### config.mk
export PLATFORM = sky130hd
export DESIGN_NAME = cnt_timer_ctrl
export DESIGN_NICKNAME = d
export VERILOG_FILES = /design/src/rtl/cnt_timer_ctrl.sv
export SDC_FILE = /design/constraint.sdc
export NUM_CORES = 1
export LEC_CHECK = 0
export ABC_AREA = 1
export ABC_CLOCK_PERIOD_IN_PS = 7000
export CORE_UTILIZATION = 50
export CTS_CLUSTER_SIZE = 30
export DETAILED_ROUTE_END_ITERATION = 10
export PLACE_DENSITY_LB_ADDON = 0.12
export REMOVE_ABC_BUFFERS = 1
export SLEW_MARGIN = 40
export SYNTH_ARGS = -nofsm -noshare
export SYNTH_HDL_FRONTEND = slang
export SYNTH_SLANG_ARGS = --single-unit
### constraint.sdc
create_clock -name clk -period 7 [get_ports clk]
set_input_delay 0.7 -clock clk [delete_from_list [all_inputs] [get_ports clk]]
set_output_delay 0.7 -clock clk [all_outputs]
set_load 0.01 [all_outputs]
### src/rtl/cnt_timer_ctrl.sv
// Command-driven timer controller: sequences a WIDTH-bit up/down counter through a
// prescaler, with one-shot or periodic terminal-count handling.
module cnt_timer_ctrl #(
    parameter int WIDTH = 16,
    parameter int PSC_W = 8
) (
    input  logic             clk,
    input  logic             rst,
    input  logic             cmd_valid,
    output logic             cmd_ready,
    input  logic [1:0]       cmd_op,
    input  logic [WIDTH-1:0] cfg_period,
    input  logic             cfg_dir,
    input  logic             cfg_mode,
    input  logic [PSC_W-1:0] cfg_psc,
    output logic [WIDTH-1:0] count,
    output logic             tick,
    output logic             busy,
    output logic [1:0]       state
);

    typedef enum logic [1:0] {
        IDLE   = 2'b00,
        RUN    = 2'b01,
        PAUSED = 2'b10,
        DONE   = 2'b11
    } state_e;

    localparam logic [1:0] OP_START  = 2'b00;
    localparam logic [1:0] OP_STOP   = 2'b01;
    localparam logic [1:0] OP_PAUSE  = 2'b10;
    localparam logic [1:0] OP_RESUME = 2'b11;

    localparam logic [WIDTH-1:0] CNT_ONE = {{(WIDTH-1){1'b0}}, 1'b1};
    localparam logic [PSC_W-1:0] PSC_ONE = {{(PSC_W-1){1'b0}}, 1'b1};

    state_e           state_q, state_d;
    logic [WIDTH-1:0] count_q, count_d;
    logic [PSC_W-1:0] psc_cnt_q, psc_cnt_d;
    logic [WIDTH-1:0] period_q, period_d;
    logic [PSC_W-1:0] psc_q, psc_d;
    logic             dir_q, dir_d;
    logic             mode_q, mode_d;
    logic             tick_q, tick_d;

    logic             accept;
    logic             step;
    logic [WIDTH-1:0] startVal;
    logic [WIDTH-1:0] endVal;

    always_ff @(posedge clk or posedge rst) begin
        if (rst) begin
            state_q   <= IDLE;
            count_q   <= '0;
            psc_cnt_q <= '0;
            period_q  <= '0;
            psc_q     <= '0;
            dir_q     <= 1'b0;
            mode_q    <= 1'b0;
            tick_q    <= 1'b0;
        end else begin
            state_q   <= state_d;
            count_q   <= count_d;
            psc_cnt_q <= psc_cnt_d;
            period_q  <= period_d;
            psc_q     <= psc_d;
            dir_q     <= dir_d;
            mode_q    <= mode_d;
            tick_q    <= tick_d;
        end
    end

    // An accepted command always takes priority over a prescaler step on the same edge.
    always_comb begin
        state_d   = state_q;
        count_d   = count_q;
        psc_cnt_d = psc_cnt_q;
        period_d  = period_q;
        psc_d     = psc_q;
        dir_d     = dir_q;
        mode_d    = mode_q;
        tick_d    = 1'b0;

        cmd_ready = (state_q != DONE);
        accept    = cmd_valid && cmd_ready;
        step      = (state_q == RUN) && (psc_cnt_q == psc_q);
        startVal  = dir_q ? '0 : period_q;
        endVal    = dir_q ? period_q : '0;

        if (accept) begin
            case (cmd_op)
                OP_START: begin
                    period_d  = cfg_period;
                    psc_d     = cfg_psc;
                    dir_d     = cfg_dir;
                    mode_d    = cfg_mode;
                    count_d   = cfg_dir ? '0 : cfg_period;
                    psc_cnt_d = '0;
                    state_d   = RUN;
                end
                OP_STOP: begin
                    psc_cnt_d = '0;
                    state_d   = IDLE;
                end
                OP_PAUSE: begin
                    if (state_q == RUN) begin
                        state_d = PAUSED;
                    end
                end
                OP_RESUME: begin
                    if (state_q == PAUSED) begin
                        state_d = RUN;
                    end
                end
                default: begin
                    state_d = state_q;
                end
            endcase
        end else begin
            case (state_q)
                RUN: begin
                    if (step) begin
                        psc_cnt_d = '0;
                        if (count_q != endVal) begin
                            count_d = dir_q ? (count_q + CNT_ONE) : (count_q - CNT_ONE);
                        end else begin
                            tick_d = 1'b1;
                            if (mode_q) begin
                                count_d = startVal;
                            end else begin
                                state_d = DONE;
                            end
                        end
                    end else begin
                        psc_cnt_d = psc_cnt_q + PSC_ONE;
                    end
                end
                DONE: begin
                    state_d = IDLE;
                end
                default: begin
                    state_d = state_q;
                end
            endcase
        end
    end

    assign count = count_q;
    assign tick  = tick_q;
    assign busy  = (state_q != IDLE);
    assign state = state_q;

endmodule

### After elaboration in Yosys (flattened, before gate mapping)

Cells that the tools add are included.

* $add $sub $neg: 3
* equality and inequality tests: 16
* muxes and demuxes: 26
* reductions and logical operators: 13

Operators with widths (count)
* two-way mux 16 bit: 10
* two-way mux 8 bit: 4
* adder 16 x 1 -> 16 bit, second input constant: 1
* inequality test 16 bit: 1
* subtractor 16 x 1 -> 16 bit, second input constant: 1
* inequality test 3 bit, second input constant: 5
* two-way mux 2 bit: 6
* adder 8 x 1 -> 8 bit, second input constant: 1
* == test 2 bit, second input constant: 4
* == test 8 bit: 1
* case mux 2 bit (4 select lines): 1
* AND reduction 6 bit: 1
* nonzero test 2 bit: 3
* nonzero test 3 bit: 2
* == test 2 x 1 -> 1 bit, second input constant: 2
* two-way mux 1 bit: 4
* inequality test 2 bit, second input constant: 2
* case mux 2 bit (2 select lines): 1
* AND reduction 2 bit: 2
* AND reduction 4 bit: 1
* logical AND 1 bit: 2
* logical NOT 2 bit: 1
* inequality test 2 x 1 -> 1 bit, second input constant: 1
* OR reduction 2 bit: 1

* flip-flop bits (word level): 53
* bits of input ports: 31
* output and inout bits: 21
* word-level logic and storage cells: 66

### Logic depth before layout (Yosys ltp)

Gate-level depths: netlist (run 1).

* depth after elaboration: 6
* mapped depth: 18
* mapped depth without buffers: 15

### Worst setup path before layout (run 1)

No wires, ideal clock.

* path kind: register to register
* from: register dir_q
* to: register count_q[8], in the netlist count[8]
* library setup time: 77 ps
* arrival: 2533 ps
* data required time: 6923 ps
* slack: 4389 ps
* stages on the path, launching flop included: 14
* buffers on the path: 3
* clock period less this slack: 2611 ps
* cell sequence: dfrtp_1 > buf_4 > buf_4 > clkinv_1 > clkbuf_1 > ha_1 > nand2_1 > nand3_1 > a21oi_1 > nor2_1 > nand3b_1 > nand2_1 > nand2_1 > a21oi_1

* cells in the longest elaborated chain, start to end: 6
* elaborated cells between the ends (all ways): 11
* those cells by class: eq/ne: 1; mux: 8; reduce/logical: 2

RTL lines
* start, declared: RTL line 42 `logic dir_q, dir_d;`
* start signal, assigned: RTL line 67 `dir_q <= dir_d;`
* two-way mux 16 bit (on tied branches): RTL line 88, 87
* inequality test 16 bit / two-way mux 16 bit (equally long branches): RTL line 124, 128
* two-way mux 16 bit: RTL line 124 `if (count_q != endVal) begin`
* two-way mux 16 bit: RTL line 122 `if (step) begin`
* two-way mux 16 bit: RTL line 120 `case (state_q)`
* two-way mux 16 bit: RTL line 90 `if (accept) begin`
* end signal, assigned: RTL line 63 `count_q <= count_d;`
* end, declared: RTL line 38 `logic [WIDTH-1:0] count_q, count_d;`

Parallel ways exist; a longest one is shown, timed or not. The select of a mux whose other input is x is not followed.
A chain may end at the register's enable or synchronous reset.

### Final worst setup path (run 1)

* from: input cmd_valid
* to: register count_q[8], in the netlist count[8]

* cells in the longest elaborated chain, start to end: 3
* elaborated cells between the ends (all ways): 7
* those cells by class: eq/ne: 1; mux: 1; reduce/logical: 5

RTL lines
* start, declared: RTL line 9 `input logic cmd_valid,`
* logical AND 1 bit *: RTL line 85 `accept = cmd_valid && cmd_ready;`
* inequality test 2 x 1 -> 1 bit (no source line), or another cell as far along
* AND reduction 4 bit (no source line)

Mark *: on every way between the ends. The rest lies on a longest branch, timed or not.

==> results of run 1 <==
[final timing paths]
| kind | start | endpoint | slack [ns] | depth (start not counted) |
|---|---|---|---|---|
| worst min-delay path | psc_q[5] | psc_q[5] | 0.54 | 2 |
| min in group asynchronous | rst | psc_q[2] | 0.89 | 3 |
| worst max-delay path | cmd_valid | count[8] | 4.06 | 10 |
| max in group asynchronous | rst | period_q[13] | 5.63 | 3 |
| worst max register to register | dir_q | state[0] | 4.07 | 12 |
| worst min register to register | psc_q[5] | psc_q[5] | 0.54 | 2 |
[power groups by stage]
stage | registers, µW | clock network (µW) | logic (µW)
2_1_floorplan | 577 | 0 | 969
3_3_place_gp | 562 | 0 | 1340
3_5_place_dp | 569 | 0 | 1370
4_1_cts | 563 | 196 | 1380
5_1_grt | 583 | 208 | 1590
6_report | 563 | 189 | 1370
[registers in the layout, indices dropped and copies added (netlist names)]
| signal | cells |
|---|---|
| state | 2 |
| psc_q | 8 |
| count | 16 |
| mode_q | 1 |
| dir_q | 1 |
| period_q | 16 |
| tick | 1 |
| psc_cnt_q | 8 |
[worst register-to-register path, cell delays in order (launching register included)]
cell and delay (ns):
dfrtp_1 0.34, buf_4 0.35, nand2_1 0.13, nand2_1 0.08, nand2_1 0.06, nor2_1 0.13
nand2_1 0.08, nor2_2 0.56, nand2_2 0.51, o21ai_0 0.30, nand2_1 0.13, nand2_1 0.07
o21ai_0 0.08
[cell usage in the layout (no fill, tap or decap), drive strengths merged, types with 13 or more instances in the layout]
| master | instances |
|---|---|
| dfrtp | 53 |
| ha | 19 |
| a21oi | 32 |
| nand3 | 38 |
| clkdlybuf4s50 | 51 |
| nor2 | 92 |
| nand2 | 222 |
| o21ai | 30 |
| xor2 | 13 |
| inv | 92 |
[cells in the mapped netlist]
cell type,n,share of area (%)
and2_1,3,0.46
xnor2_1,1,0.21
nand3b_1,9,1.6
inv_2,1,0.091
inv_1,90,8.2
clkbuf_1,6,0.55
fa_1,1,0.49
clkinv_1,1,0.091
nand2_1,219,20
nand3_1,38,4.6
o21ai_1,6,0.73
xor2_1,13,2.8
o21ai_0,24,2.9
mux2_2,5,1.4
o31ai_1,1,0.18
buf_2,6,0.73
nor2_1,90,8.2
nand4_1,11,1.7
nor3_1,3,0.37
buf_4,2,0.37
ha_1,19,5.8
nand2_2,3,0.46
nor2_2,2,0.31
a21oi_1,32,3.9
buf_6,4,1.1
a32o_1,1,0.24
dfrtp_1,53,32
[layer usage]
layer / GRT usage [%] / vias up
met1: 30.0 / 1821
met5: 0 / -
li1: - / 2086
met4: 8.85 / 0
met2: 44.0 / 82
met3: 3.69 / 13
[cells by family (layout without fill, tap and decap cells)]
group	Yosys count	in the layout
mux	5	5
xor+xnor	14	14
fa+ha+maj	20	20
buf+inv	110	154
flops	53	53
simple gates	378	378
compound gates	64	64
[per-stage QoR]
step | util, % | instance area (µm²) | setup slack [ns] | instances
2_1_floorplan | - | 3990 | 3.94 | 626
3_3_place_gp | 59.2 | 4650 | 3.71 | 782
3_5_place_dp | 59.2 | 4650 | 3.74 | 782
4_1_cts | 60.4 | 4740 | 4.07 | 790
5_1_grt | 60.4 | 4740 | 3.79 | 790
6_report | 60.4 | 4740 | 4.06 | 790
[layout make-up]
cell class / instances / area (µm²) / share of cell area (%)
inverters: 92 / 347 / 7.31
multi-input cells: 481 / 2320 / 48.8
well taps: 102 / 128 / 2.69
repair buffers: 54 / 533 / 11.2
clock buffers: 5 / 68.8 / 1.45
flip-flops and latches: 53 / 1330 / 28.0
clock inverters: 3 / 25.0 / 0.528
==> qor.txt, run 1 <==
Seq/Total Area, Yosys: 32.3%
RePlAce Congestion: 0.926
All-Layer GR Usage: 24.7%
Synth Area per Inst: 6.37 µm²
I/O Buffers: 51
Clock Skews: 0.0165 ns
max capacitance violation total: 0
fillcell total: 782
Power Dens Cells: 448 nW/µm²
RSZ-0062 raised after global routing: false
wl on met1: 4360 µm
number of post-CTS setup repair buffers: 0
post-cts resize count: 0
Worst Max-Slew Pin Slew: 0.711 ns
critical path class: in2reg
Netlist Area Pre-Place: 4100 µm²
Buf/Inv on CP: 4
worst vdd rail ir drop: 0.177 mV
max incr delay on CP: 0.48 ns
relative slew slack: 52.6%
die area: 8570 µm²
Cells after Synth: 644
post-synthesis mux area share: 1.37%
CORE AREA: 7850 µm²
Gate power share: 64.6%
CP max FO: 48
Yosys warnings: 0
setup TNS: 0 ns
outcome: completed
DPL Wire Length: 7000 µm
Post-Synth Adder-Cell Area: 6.29%
final hold vios: 0
hold crit path type: reg2reg
largest family of logic cells by synthesized area: simple AND/OR/NAND/NOR gates
Root Driver: clkbuf_8
vias per cell: 5.07
Reg power frac: 26.5%
Routed WL: 9900 µm
Post-Synth Simple-Gate Area: 37.8%
Pwr Total: 2130 µW
LEAKAGE: 0.00258 µW
CP max-delay cell: clkdlybuf4s50_1
DR WL/cell: 12.5 µm
Initial Utilization: 52.2%
GR Overflow Total: 0
fin crit share: 42.0%
chip height: 92.6 µm
Setup Viol. Count Final: 0
P_int: 1070 µW
CP Launch Type: primary input
Post-Synth XOR/XNOR Area: 2.99%
fin crit period: 2.94 ns
worst endpoint required time: 7.21 ns
Top Family by Delay on Critical Path: buffers and inverters
Yosys cell types: 27
CP cell instances: clkdlybuf4s50_1 > nand2_2 > inv_1 > nand2_1 > buf_4 > nand2_1 > nand2_2 > inv_2 > nor2_1 > a21oi_1
first-pass GRT wire length: 16900 µm
Area Overhead vs Synth: 15.7%
TritonCTS clock tree: done
die width: 92.6 µm
sw frac: 49.8%
Worst-path clk slew: 0.11 ns
pin count of the biggest net entering global routing: 54
worst endpoint data arrival time: 3.15 ns
initial DRC count: 199
Clock Sinks: 53
CTS Buf Count: 5
Longest Clk Path Bufs: 2
met2 wire length: 5020 µm
FP Rows: 32
layout cell share with drive strength beyond 1: 3.49%
final hold slack: 0.543 ns
antenna-violating nets left: 0
CP endpoint kind: register
Slew Limit Fails: 0
ant diodes: 0
# IOs: 52
net switching power: 1060 µW
WL met3: 383 µm
Seq cells post-synth: 53
Top Metal Used: met4
# hold bufs at CTS: 0
clock share of power: 8.9%
vias in the first global route: 3864
CTS H-tree lvls: 2
Initial DRT Pass Iterations: 5
Synth Area in Compound Gates: 8.00%
Worst-Skew Late Latency: 0.32 ns
initial antenna violation count: 0
Fmax: 340 MHz
Final nets: 738
routed vias: 4002
# DRC: 0
No activity file was read; power rests on OpenSTA's default activity.
==> run 2, diff against run 1 <==
ABC_CLOCK_PERIOD_IN_PS = 2550   (was 7000)
clock period = 2.55 ns   (was 7 ns; I/O delays follow)
==> run 2 against run 1 <==
Via count grew 2.2%; setup slack lost 3.6 ns; non-clock buffer count increased by 7; count of clock-buffer cells in the layout is the same; core utilization grew 1.1 points; register-to-register slack worse by 3.6 ns; first-iteration DRC count rose by 5.5%; clock power rose to 2.8 times the previous value; die area did not move; clock skew fell by 0.0095 ns; combinational power rose to 2.8 times the previous value; sequential share of layout area down 0.52 points; highest routed layer unchanged.
==> qor.txt, run 2 (synthesis gave the netlist of run 1 again) <==
fin crit period: 2.13 ns
r2r setup slk: 0.42 ns
Slew Limit Fails: 0
Routed WL: 9750 µm
Root Driver: clkbuf_8
post-cts resize count: 0
Worst-Skew Late Latency: 0.32 ns
Initial DRT Pass Iterations: 5
WL met3: 351 µm
final hold vios: 0
worst vdd rail ir drop: 0.486 mV
max capacitance violation total: 0
initial antenna violation count: 0
number of post-CTS setup repair buffers: 0
fin crit share: 83.4%
CTS H-tree lvls: 2
wl on met1: 4530 µm
layout cell share with drive strength beyond 1: 4.32%
worst setup path endpoint: count[0]
max incr delay on CP: 0.43 ns
most frequent cells in the layout: nand2_1 (219), nor2_1 (90), inv_1 (89), dfrtp_1 (53), clkdlybuf4s50_1 (51)
initial DRC count: 210
CORE AREA: 7850 µm²
Pwr Total: 5880 µW
DPL Wire Length: 7090 µm
Worst-path clk slew: 0.10 ns
Clock Skews: 0.00699 ns
relative slew slack: 53.0%
RePlAce Congestion: 0.935
Top Metal Used: met4
critical path class: reg2reg
chip height: 92.6 µm
commonest non-fill, non-tap cell in the layout: nand2_1
# DRC: 0
Power Dens Cells: 1220 nW/µm²
CP most frequent cell: nand2_1
R2R cell count: 12
routed vias: 4089
Initial Utilization: 52.2%
vias per cell: 5.13
Clock Sinks: 53
R2R Path Start: dir_q
ant diodes: 0
CP Launch Type: register
hold crit path type: in2async
# hold bufs at CTS: 0
worst endpoint data arrival time: 2.34 ns
Setup Viol. Count Final: 0
fillcell total: 738
Longest Clk Path Bufs: 2
setup ws final: 0.422 ns
TritonCTS clock tree: done
pin count of the biggest net entering global routing: 54
RSZ-0062 raised after global routing: false
FP Rows: 32
Final nets: 745
Fmax: 470 MHz
CP cell instances: buf_12 > nand2_1 > nand2_1 > nand2_1 > nor2_1 > nand2_1 > nor2_2 > nand3_1 > nand2_2 > inv_2 > nor2_1 > a21oi_1
outcome: completed
crit path from: dir_q
Worst Max-Slew Pin Slew: 0.703 ns
r2r endpoint: count[0]
CP max-delay cell: dfrtp_1
CP max FO: 34
All-Layer GR Usage: 24.4%
antenna-violating nets left: 0
# IOs: 52
met2 wire length: 4700 µm
CP endpoint kind: register
DR WL/cell: 12.2 µm
vias in the first global route: 3838
worst endpoint required time: 2.76 ns
GR Overflow Total: 0
LEAKAGE: 0.00263 µW
die area: 8570 µm²
CTS Buf Count: 5
first-pass GRT wire length: 17000 µm
die width: 92.6 µm
Area Overhead vs Synth: 17.9%
I/O Buffers: 51
Post-Place Setup Slack: 0.372 ns
-- run 2: how the worst min path moves through the flow --
| stage | start | depth (start not counted) | slack, ns | to |
|---|---|---|---|---|
| final | rst | 3 | 0.29 | psc_q[1] |
| after global routing | rst | 3 | 0.32 | psc_q[4] |
| after CTS | rst | 3 | 0.30 | psc_q[2] |
| after detailed placement | psc_q[7] | 1 | 0.52 | psc_q[7] |
| after global placement | psc_q[4] | 1 | 0.51 | psc_q[4] |
| after floorplan | cfg_mode | 1 | 0.41 | mode_q |
-- run 2: routing by layer --
layer / global-route usage [%] / up-vias
met5: 0 / -
met2: 43.0 / 82
met3: 3.37 / 19
met4: 7.81 / 0
li1: - / 2101
met1: 30.8 / 1887
-- run 2: where the power goes --
group,internal (µW),switching [µW],leakage (µW)
registers,1170,387,0.000641
logic,1610,2190,0.00194
clock network,201,319,0.0000487
-- run 2: area by class of cell --
cell class / instances / area (µm²) / share of cell area (%)
multi-input combinational: 481 / 2320 / 47.9
clock buffer: 5 / 68.8 / 1.42
clock inverter: 3 / 26.3 / 0.544
tap: 102 / 128 / 2.64
inverter: 92 / 345 / 7.14
sequential: 53 / 1330 / 27.4
timing repair buffer: 61 / 623 / 12.9
-- run 2: worst max-delay path, delay by kind of cell, from the launching register on --
family / cells / cell delay, ns
DFF: 1 / 0.43
AOI/OAI and AO/OA: 1 / 0.05
and+or+nand+nor: 9 / 1.11
buffers and inverters: 2 / 0.42
-- run 2: stage by stage --
step / instance area (µm²) / hold WS (ns) / TNS [ns] / utilization [%] / std cells
2_1_floorplan: 3990 / 0.406 / -6.10 / - / 626
3_3_place_gp: 4740 / 0.510 / 0 / 60.4 / 789
3_5_place_dp: 4740 / 0.516 / 0 / 60.4 / 789
4_1_cts: 4830 / 0.302 / 0 / 61.6 / 797
5_1_grt: 4830 / 0.320 / 0 / 61.6 / 797
6_report: 4830 / 0.290 / 0 / 61.6 / 797
==> RTL change 1: new RTL, settings of run 2 <==
Put one more register stage on the output `count`, with the module's reset. The value now appears one clock later. The other outputs are not delayed to match.
--- a/src/rtl/cnt_timer_ctrl.sv
+++ b/src/rtl/cnt_timer_ctrl.sv
@@ -145,7 +145,13 @@
         end
     end
 
-    assign count = count_q;
+    always_ff @(posedge clk or posedge rst) begin
+        if (rst) begin
+            count <= '0;
+        end else begin
+            count <= count_q;
+        end
+    end
     assign tick  = tick_q;
     assign busy  = (state_q != IDLE);
     assign state = state_q;
Behaviour: not the same (Yosys sat finds a counterexample within 4 cycles, from zero or initial values and one cycle with rst high).
==> RTL change 1 against run 2 <==
Sequential cell count up 16. Cell area up 13%. Synthesized area up 12%. Clock power up 110%. The run now ends with design-rule violations left. Wire length up 16%. Highest routed layer unchanged. Setup slack worse by 0.036 ns. Clock skew up 0.0028 ns. Power up 19%. Via count up 5.7%. Synthesized cell count up 6.4%.
==> RTL change 1: results (changes against run 2) <==
INFO  metric final_core_util = 62.2% (+0.61 points)
INFO  metric cp.arrival = 2.44 ns (+0.10 ns)
INFO  metric num-clock-buffers = 11 (+6)
INFO  metric critPathMaxStageDelay = 0.39 ns (-0.04 ns)
INFO  metric pin_count_of_the_biggest_net_entering_global_routing = 52 (-3.7%)
INFO  metric fillers = 809 (+9.6%)
INFO  metric met2_usage = 43.1% (+0.14 points)
INFO  metric post_synth_most_frequent_cells = sky130_fd_sc_hd__nand2_1 (230), sky130_fd_sc_hd__inv_1 (97), sky130_fd_sc_hd__nor2_1 (91)
INFO  metric final-nonclk-buf-share = 11.7% (-1.2 points)
INFO  metric final_nets = 792 (+6.3%)
INFO  metric comb.multi_input.count = 497 (+3.3%)
INFO  metric cellInternalPower = 3.83 mW (+28%)
INFO  metric fraction_of_area_in_clock_buffers_and_inverters = 4.55% (+2.6 points)
INFO  metric finish.cell_count_without_fillers = 854 (+7.2%)
INFO  metric crit_path_max_fanout = 26 (-24%)
INFO  metric drc = 2 (+2)
INFO  metric timing.clock.skew = 0.00977 ns (+0.00278 ns)
INFO  metric place.detailed.instances = 838 (+6.2%)
INFO  metric die_span_x = 97.7 µm (+5.6%)
INFO  metric yosysSeqAreaShare = 37.7% (+5.4 points)
INFO  metric worstSkewPairLatency = 0.35 ns (+0.03 ns)
INFO  metric cts.clk_slew.worst_paths = 0.08 ns (-0.02 ns)
INFO  metric synth_xor_area_share = 1.72% (-1.3 points)
INFO  metric compound_gate_portion_of_the_synthesized_area = 7.51% (-0.48 points)
INFO  metric hpwlAfterDp = 8.29 mm (+17%)
INFO  metric run_status = complete, but fails checks
INFO  metric layout-drive-gt1-share = 5.09% (+0.78 points)
INFO  metric detailroute.wirelength.met2 = 5.54 mm (+18%)
INFO  metric final-seq-area = 0.00173 mm² (+30%)
INFO  metric num-nonclk-inverters = 99 (+7.6%)
INFO  metric cts_inserted_buffers = 9 (+4)
INFO  metric place_ws = 0.369 ns (-0.00216 ns)
INFO  metric post_synth_num_cell_types = 28 (+3.7%)
INFO  metric violations = design-rule violations
INFO  metric detailroute.wirelength.met3 = 591 µm (+68%)
-- RTL change 1: changes by cell type after synthesis, sizes merged, moves of 2 or more --
cell	change
nand4	+3
a211oi	+2
o21ai	-2
xor2	-4
nand2	+10
mux2	-2
a21oi	+3
dfrtp	+16
nand3	+6
clkbuf	+2
inv	+7
-- RTL change 1: final timing paths --
kind	from	to	slack (ns)	cells after the start
worst max register to register	dir_q$_DFFE_PP0P_	count_q[13]$_DFFE_PP0P_	0.39	14
worst max-delay path	dir_q$_DFFE_PP0P_	count_q[13]$_DFFE_PP0P_	0.39	14
min in group clk	count_q[11]$_DFFE_PP0P_	count[11]$_DFF_PP0_	0.47	0
worst min-delay path	rst	psc_q[5]$_DFFE_PP0P_	0.22	2
max in group asynchronous	rst	count_q[11]$_DFFE_PP0P_	1.71	3
worst min register to register	count_q[11]$_DFFE_PP0P_	count[11]$_DFF_PP0_	0.47	0
==> RTL change 2: new RTL, config.mk and constraints of run 2 <==
Without the edit above. Set the parameter `WIDTH` to 18 (it was 16).
--- a/src/rtl/cnt_timer_ctrl.sv
+++ b/src/rtl/cnt_timer_ctrl.sv
@@ -1,7 +1,7 @@
 // Command-driven timer controller: sequences a WIDTH-bit up/down counter through a
 // prescaler, with one-shot or periodic terminal-count handling.
 module cnt_timer_ctrl #(
-    parameter int WIDTH = 16,
+    parameter int WIDTH = 18,
     parameter int PSC_W = 8
 ) (
     input  logic             clk,
Interface: changed (resized cfg_period and count); port bits go from 52 to 56. The function was not compared with the original's and may differ.
==> RTL change 2 against run 2 <==
Power grew 19%. Sequential share of layout area is 1.6 points lower. Sequential cell count increased by 4. Setup slack lost 0.16 ns. Count of clock-buffer cells in the layout is 6 higher. Clock power is 91% higher. Clock skew increased by 0.0080 ns. Synthesized area grew 10%. First-iteration DRC count up 65%. Core utilization up 1.4 points. Cell area rose by 14%. Wire length increased by 30%. Synthesized cell count up 4.7%. Highest routed layer unchanged.
==> RTL change 2: results (changes against run 2) <==
INFO  metric run_status = complete, no violations
INFO  metric total_leakage_power = 2.82 nW (+7.5%)
INFO  metric drt_first_iter_violations = 346 (+65%)
INFO  metric place.detailed.instances = 833 (+5.6%)
INFO  metric pin_count_of_the_biggest_net_entering_global_routing = 35 (-35%)
INFO  metric ctsHtreeMaxLevel = 3 (+1)
INFO  metric post_synth_most_frequent_cells = sky130_fd_sc_hd__nand2_1 (217), sky130_fd_sc_hd__inv_1 (76), sky130_fd_sc_hd__nor2_1 (66)
INFO  metric drt-met1-wl = 5.57 mm (+23%)
INFO  metric ff2ff_setup_slack = 0.26 ns (-0.16 ns)
INFO  metric timing.reg2reg.worst_path_depth = 14 (+2)
INFO  metric detail_route.vias_per_cell = 5.48 (+6.8%)
INFO  metric num_vias = 4665 (+14%)
INFO  metric hold_slack = 0.300 ns (+0.00981 ns)
INFO  metric power.switching_fraction = 48.5% (-0.78 points)
INFO  metric placement.io_buffers = 55 (+7.8%)
INFO  metric wirelength = 12.7 mm (+30%)
INFO  metric detailroute.wirelength.met2 = 6.17 mm (+31%)
INFO  metric cp.arrival = 2.57 ns (+0.23 ns)
INFO  metric place_congestion = 0.933 (-0.17%)
INFO  metric synth_top_cells_by_area = sky130_fd_sc_hd__dfrtp_1 (31%), sky130_fd_sc_hd__nand2_1 (18%), sky130_fd_sc_hd__inv_1 (6.3%)
INFO  metric layout-drive-gt1-share = 9.83% (+5.5 points)
INFO  metric cts.clk_slew.worst_paths = 0.08 ns (-0.02 ns)
INFO  metric timing.clock.skew = 0.0150 ns (+0.00803 ns)
INFO  metric grt_first_pass_wirelength = 21.2 mm (+25%)
INFO  metric detailroute.wirelength.met3 = 811 µm (+130%)
INFO  metric topRoutingLayerUsed = met4
INFO  metric met2_usage = 47.0% (+4.0 points)
INFO  metric fillers = 795 (+7.7%)
INFO  metric number_of_global_route_vias_before_repair = 4472 (+17%)
INFO  metric ir_worst_vdd = 507 µV (+4.4%)
INFO  metric yosysSeqAreaShare = 31.5% (-0.86 points)
INFO  metric final_nets = 793 (+6.4%)
INFO  metric hpwlAfterDp = 9.19 mm (+30%)
INFO  metric grt.met3_usage = 6.40% (+3.0 points)
INFO  metric worstSkewPairLatency = 0.35 ns (+0.03 ns)
INFO  metric slew_headroom = 58.0% (+5.0 points)
INFO  metric post_synth_num_cell_types = 35 (+30%)
INFO  metric met1_usage = 36.0% (+5.2 points)
INFO  metric global_route.usage.total = 28.0% (+3.6 points)
RTL change 2: final cells by class:
cell class | instances | area share [%]
timing repair buffer | 73 | 13.1
sequential | 57 | 25.8
tap | 108 | 2.45
multi-input combinational | 520 | 49.2
inverter | 77 | 5.24
clock buffer | 11 | 2.74
clock inverter | 5 | 1.41
RTL change 2: repair_timing:
item | in CTS | in global routing
hold endpoints to repair | 0 | 0
buffers inserted | 0 | 2
setup endpoints to repair | 0 | 20
gates resized for setup | 0 | 2
RTL change 2: worst max-delay path by stage:
stage,slack (ns),start,end
finish,0.26,dir_q$_DFFE_PP0P_,count[11]$_DFFE_PP0P_
global route,0.03,dir_q$_DFFE_PP0P_,count[11]$_DFFE_PP0P_
detailed placement,0.14,dir_q$_DFFE_PP0P_,count[8]$_DFFE_PP0P_
global placement,0.21,dir_q$_DFFE_PP0P_,count[8]$_DFFE_PP0P_
CTS,0.12,dir_q$_DFFE_PP0P_,count[8]$_DFFE_PP0P_
floorplan,-0.73,dir_q$_DFFE_PP0P_,count[16]$_DFFE_PP0P_
RTL change 2: cells by family after synthesis:
kind of cell	Yosys count	synth area share, %
buf+inv	97	8.73
simple gates	375	35.9
flops	57	31.5
fa+ha+maj	22	6.24
xor+xnor	22	4.25
mux	9	2.24
compound gates	92	11.2
RTL change 2: critical path, stage by stage, from the launching register on:
cell and delay [ns]:
sky130_fd_sc_hd__dfrtp_1 0.37, sky130_fd_sc_hd__clkinv_1 0.11, sky130_fd_sc_hd__buf_12 0.19, sky130_fd_sc_hd__ha_1 0.34, sky130_fd_sc_hd__nand2_1 0.17, sky130_fd_sc_hd__inv_1 0.05
sky130_fd_sc_hd__a21oi_1 0.13, sky130_fd_sc_hd__nand2_1 0.12, sky130_fd_sc_hd__a21oi_1 0.26, sky130_fd_sc_hd__inv_1 0.07, sky130_fd_sc_hd__nand2_1 0.06, sky130_fd_sc_hd__nand3_1 0.09
sky130_fd_sc_hd__nand2_1 0.09, sky130_fd_sc_hd__nand2_1 0.06, sky130_fd_sc_hd__a21oi_2 0.11
RTL change 2: power by group through the flow:
stage / Combinational, mW / Clock, mW / Sequential, mW
after floorplan: 2.86 / 0 / 1.66
after global placement: 4.16 / 0 / 1.66
after detailed placement: 4.24 / 0 / 1.67
after CTS: 4.27 / 1.00 / 1.65
after global routing: 4.87 / 1.05 / 1.72
final: 4.33 / 0.994 / 1.67
RTL change 2: per-stage QoR:
step                      total power, mW  setup WS (ns)  instance area, µm²
final                                6.99          0.263                5520
after CTS                            6.92          0.118                5480
after detailed placement             5.91          0.139                5260
after global routing                 7.63         0.0327                5520
after floorplan                      4.52         -0.732                4420
after global placement               5.82          0.210                5260
